--- src/rtl/comp_sched.sv ---
`default_nettype none
// ============================================================================
// Module   : comp_sched
// Purpose  : Round-robin scheduler that time-shares one unsigned magnitude
//            comparator (gt/lt/eq) among NREQ = 2**IDW requesters. A granted
//            operand pair is registered, compared in the following cycle and
//            returned as a tagged result on a single backpressured channel.
// Ports    : Clk        - system clock, rising-edge active
//            Rst        - synchronous active-low reset
//            req_valid  - per-requester operand-pair pending
//            req_a/req_b- packed operands, requester i at [i*DATAWIDTH +: DATAWIDTH]
//            req_ready  - one-hot (or zero) accept strobe
//            rsp_valid  - result available
//            rsp_ready  - consumer accepts result
//            rsp_id     - index of the requester owning the result
//            rsp_gt/lt/eq - result flags (a>b, a<b, a==b)
//            busy       - registered, high whenever not idle
// Revision : 1.0 - initial release
// ============================================================================
module comp_sched #(
  parameter int DATAWIDTH = 16,
  parameter int IDW       = 2
) (
  input  logic                         Clk,
  input  logic                         Rst,
  input  logic [(1<<IDW)-1:0]          req_valid,
  input  logic [(1<<IDW)*DATAWIDTH-1:0] req_a,
  input  logic [(1<<IDW)*DATAWIDTH-1:0] req_b,
  output logic [(1<<IDW)-1:0]          req_ready,
  output logic                         rsp_valid,
  input  logic                         rsp_ready,
  output logic [IDW-1:0]               rsp_id,
  output logic                         rsp_gt,
  output logic                         rsp_lt,
  output logic                         rsp_eq,
  output logic                         busy
);

  localparam int NREQ = 1 << IDW;

  typedef enum logic [1:0] {
    ST_IDLE = 2'd0,
    ST_CMP  = 2'd1,
    ST_RESP = 2'd2
  } state_t;

  state_t               r_state;
  state_t               w_state_nxt;

  logic [IDW-1:0]       r_ptr;
  logic [DATAWIDTH-1:0] r_op_a;
  logic [DATAWIDTH-1:0] r_op_b;
  logic [IDW-1:0]       r_id_q;
  logic [IDW-1:0]       r_rsp_id;
  logic                 r_rsp_gt;
  logic                 r_rsp_lt;
  logic                 r_rsp_eq;
  logic                 r_rsp_valid;
  logic                 r_busy;

  logic                 w_found;
  logic [IDW-1:0]       w_grant;
  logic [IDW-1:0]       w_idx;
  logic                 w_accept;
  logic [NREQ-1:0]      w_onehot;
  logic [DATAWIDTH-1:0] w_sel_a;
  logic [DATAWIDTH-1:0] w_sel_b;
  logic                 w_gt;
  logic                 w_lt;
  logic                 w_eq;

  // Round-robin search starting at r_ptr; the IDW-bit add wraps modulo NREQ.
  always_comb begin
    w_found = 1'b0;
    w_grant = r_ptr;
    w_idx   = r_ptr;
    for (int k = 0; k < NREQ; k++) begin
      w_idx = r_ptr + IDW'(k);
      if (!w_found && req_valid[w_idx]) begin
        w_found = 1'b1;
        w_grant = w_idx;
      end
    end
  end

  // Operand mux for the granted requester.
  always_comb begin
    w_sel_a  = '0;
    w_sel_b  = '0;
    w_onehot = '0;
    for (int k = 0; k < NREQ; k++) begin
      if (IDW'(k) == w_grant) begin
        w_sel_a     = req_a[k*DATAWIDTH +: DATAWIDTH];
        w_sel_b     = req_b[k*DATAWIDTH +: DATAWIDTH];
        w_onehot[k] = 1'b1;
      end
    end
  end

  // The single shared comparator: lt takes priority, then gt, otherwise eq.
  always_comb begin
    w_lt = (r_op_a < r_op_b);
    w_gt = !w_lt && (r_op_a > r_op_b);
    w_eq = !w_lt && !w_gt;
  end

  // Next-state logic. Reset gating of the accept lives here so that a
  // request coinciding with reset is never acknowledged.
  always_comb begin
    w_state_nxt = r_state;
    w_accept    = 1'b0;
    case (r_state)
      ST_IDLE: begin
        if (w_found && Rst) begin
          w_accept    = 1'b1;
          w_state_nxt = ST_CMP;
        end
      end
      ST_CMP: begin
        w_state_nxt = ST_RESP;
      end
      ST_RESP: begin
        if (rsp_ready) begin
          w_state_nxt = ST_IDLE;
        end
      end
      default: begin
        w_state_nxt = ST_IDLE;
      end
    endcase
  end

  always_ff @(posedge Clk) begin
    if (!Rst) begin
      r_state     <= ST_IDLE;
      r_ptr       <= '0;
      r_op_a      <= '0;
      r_op_b      <= '0;
      r_id_q      <= '0;
      r_rsp_id    <= '0;
      r_rsp_gt    <= 1'b0;
      r_rsp_lt    <= 1'b0;
      r_rsp_eq    <= 1'b0;
      r_rsp_valid <= 1'b0;
      r_busy      <= 1'b0;
    end else begin
      r_state <= w_state_nxt;
      r_busy  <= (w_state_nxt != ST_IDLE);
      if (w_accept) begin
        r_op_a <= w_sel_a;
        r_op_b <= w_sel_b;
        r_id_q <= w_grant;
        r_ptr  <= w_grant + IDW'(1);
      end
      if (r_state == ST_CMP) begin
        r_rsp_gt    <= w_gt;
        r_rsp_lt    <= w_lt;
        r_rsp_eq    <= w_eq;
        r_rsp_id    <= r_id_q;
        r_rsp_valid <= 1'b1;
      end
      if (r_state == ST_RESP && rsp_ready) begin
        r_rsp_valid <= 1'b0;
      end
    end
  end

  assign req_ready = w_accept ? w_onehot : '0;
  assign rsp_valid = r_rsp_valid;
  assign rsp_id    = r_rsp_id;
  assign rsp_gt    = r_rsp_gt;
  assign rsp_lt    = r_rsp_lt;
  assign rsp_eq    = r_rsp_eq;
  assign busy      = r_busy;

endmodule
`default_nettype wire

--- config.mk ---
export PLATFORM = sky130hd
export DESIGN_NAME = comp_sched
export DESIGN_NICKNAME = d
export VERILOG_FILES = /design/src/rtl/comp_sched.sv
export SDC_FILE = /design/constraint.sdc
export NUM_CORES = 1
export LEC_CHECK = 0
export CORE_UTILIZATION = 30
export DETAILED_ROUTE_END_ITERATION = 6
export HOLD_SLACK_MARGIN = 0.1
export PLACE_DENSITY_LB_ADDON = 0.25
export SETUP_SLACK_MARGIN = 0.05
export SLEW_MARGIN = 25
export SYNTH_ARGS = -nofsm -noshare
export SYNTH_HDL_FRONTEND = slang
export SYNTH_SLANG_ARGS = --single-unit
--- constraint.sdc ---
create_clock -name Clk -period 4.9 [get_ports Clk]
set_input_delay 1.47 -clock Clk [delete_from_list [all_inputs] [get_ports Clk]]
set_output_delay 1.47 -clock Clk [all_outputs]
set_load 0.1 [all_outputs]
==> flow_summary.toml <==
[outcome]
status = "complete, no violations"

[synth]
synth-edff-count = 0
ys_dominant_reg_cell = "dfxtp_1"
yosys_register_bits = 45
synth_area_um2 = 2920
synth.most_common_cell = "a21oi_1"
netlist_top_cells_area = "dfxtp_1, a221oi_1, ha_1, a21oi_1, nand3_1"
yosysWarnings = 0
synth_cell_types = 40
synthArstFlopShare_pct = 0
synth_common_cells = "a21oi_1, dfxtp_1, nor2_1, nand3_1, o21ai_1"
synthCells = 395
yosys.area.top_type = "dfxtp_1"
yosysSeqAreaShare_pct = 30.8
synth_fp_nets = 550
syn_avg_cell_area_um2 = 7.40
synth_top_area_share_pct = 30.8

[setup_path]
cp.arrival_ps = 3190
path_class = "in2out"
max_stage_delay_ps = 490
timing.rr.start = "r_ptr[1]"
start_kind = "input port"
rr_endpoint = "r_op_a[8]"
crit_fanout = 5
path_cells = "clkdlybuf4s50_1, nor2b_1, a21oi_1, o221ai_2, inv_2, ha_1, and2_1, buf_12"
cp_slowest_cell = "clkdlybuf4s50_1"
cp.buffers_inverters = 3
r2r_slack_ps = 2210
reg2reg_depth = 13
cp.required_ps = 3430
cp-end-kind = "output port"
cpLargestDelayFamily = "buffers and inverters"

[final_layout]
fin_area_um2 = 4610
stdcell_count = 650
final_core_util_pct = 49.4
antenna_cells = 0
synthToLayoutAreaGrowth_pct = 57.6
nNetsFinal = 676
final_layout_size_suffix_gt1_share_pct = 7.29

[clock_network]
cts_sinks = 45
cts_buffer_depth = 2
clkTransAtPathRegs_ps = 80
worst_skew_pair.late_latency_ps = 300
numCtsBuffers = 5
clockRootBuffer = "clkbuf_8"
post_cts_buffers = 0
cts_tree = "done"
h-tree-depth = 2

[global_routing]
grt_pass1_vias = 3083
grt_usage_pct = 17.9
grt_max_degree = 70
antenna_found_initial = 0
grt_pass1_wl_mm = 14.5
overflow = 0

[timing]
tightest_slew_ps = 970
drv_slew = 0
setup_viol = 0
finalHoldViolations = 0
period_needed_ps = 4660
min_period_over_period_pct = 95.0
finalSetupTns_ps = 0
fin_hold_ws_ps = 455
max_slew_margin_pct = 35.1
fmax_mhz = 215
rsz0062_at_grt = "no"
setup_slack_ps = 243
fin_skew_ps = 7.26

[placement]
dp_hpwl_mm = 7.36
place_inst = 643
dp_slack_ps = 60.2
post_dp_cell_area_um2 = 4490
io_buffers = 145
gp_congestion = 0.780

[power_and_ir_drop]
pwr-share-seq_pct = 29.5
p_leak_nw = 1.73
powerDensity_nw_per_um2 = 365
combinationalPowerShare_pct = 54.6
ir_drop_v = 0.000143
p_sw_share_pct = 41.5
finalPower_mw = 1.68
clkPwrFrac_pct = 15.9
internal_power_mw = 0.985
p_sw_mw = 0.699

[detailed_routing]
num_vias = 3223
drc = 0
drtIter0Drc = 159
routed_wl_mm = 9.08
drt-pass1-iter-count = 5
detail_route.wl_per_cell_um = 14.0
antenna_left = 0
routed_via_density = 4.96

[min_path]
hold_path_end = "rsp_lt"
hp-class = "reg2reg"
min_from = "rsp_lt"
min_path_cells = 2

[floorplanning]
die_w_um = 101
coreArea_um2 = 9330
die_h_um = 101
start_util_pct = 31.3
io_pins = 146
rows = 35
die_area_um2 = 10100

[job]
drv_cap = 0
-- final cells by class --
type,count,area (um^2)
Fill cell,920,4720
Clock buffer,5,68.8
Sequential cell,45,901
Clock inverter,2,35.0
Multi-Input combinational cell,293,1800
Inverter,24,90.1
Tap cell,129,161
Timing Repair Buffer,152,1550
-- how the worst max path moves through the flow --
stage                 startpoint  slack (ps)      endpoint  cells past startpoint
floorplan           req_valid[0]          90  req_ready[2]                      8
global placement    req_valid[0]         180  req_ready[0]                      8
detailed placement  req_valid[0]          60  req_ready[1]                      8
CTS                 req_valid[0]          60  req_ready[1]                      8
global route        req_valid[3]         150  req_ready[1]                      8
finish              req_valid[3]         240  req_ready[1]                      8
-- layer usage --
metal  part of all wire (%)  GRT usage, %  wire, um
met5                      0             0         0
met4                    1.1          4.46       104
met3                    6.1          3.40       550
met2                     46          29.8      4200
met1                     47          23.8      4220
-- state kept, by name, summed over array words and instances (netlist names) --
name       flops
r_op_b        16
r_op_a        16
r_ptr          2
rsp_eq         1
r_id_q         2
rsp_id         2
rsp_lt         1
rsp_valid      1
r_state        2
busy           1
rsp_gt         1
-- cell usage in the layout, fill, tap and decap left out, types with 7 or more instances in the layout --
master / n
dfxtp_1: 45
nor2_1: 39
nand3_1: 37
a221oi_1: 31
buf_4: 7
nor3_1: 31
nand2_1: 15
inv_1: 20
o21ai_1: 37
a21oi_1: 47
clkdlybuf4s50_1: 139
ha_1: 19
-- power by group through the flow --
stage | Clock [mW] | Sequential, mW | Combinational, mW
finish | 0.268 | 0.496 | 0.920
global route | 0.295 | 0.507 | 1.02
floorplan | 0 | 0.553 | 0.591
CTS | 0.275 | 0.497 | 0.924
detailed placement | 0 | 0.505 | 0.921
global placement | 0 | 0.502 | 0.910
-- kinds of logic (layout without fill, tap and decap cells) --
kind of cell    count (synthesis)  count (layout)  share of synthesized area (%)
compound gates                129             129                           27.4
fa+ha+maj                      20              20                           8.56
buf+inv                        57             183                           8.26
flops                          45              45                           30.8
simple gates                  144             144                           25.0
-- what timing repair did --
| item | CTS | global route |
|---|---|---|
| gates resized for setup | 0 | 4 |
| setup endpoints to repair | 0 | 4 |
| hold buffers | 0 | 0 |
-- worst reg2reg max path, cell delays in order, from the launching register on --
cell	delay, ps
dfxtp_1	440
inv_1	110
o2bb2ai_1	140
nand2_1	90
o221ai_2	150
inv_2	110
ha_1	170
buf_4	330
nor2_2	60
buf_4	230
a221oi_1	280
nor3_1	80
a21oi_1	280
o21ai_1	90
Note: power is estimated with default switching activity, not from simulation.
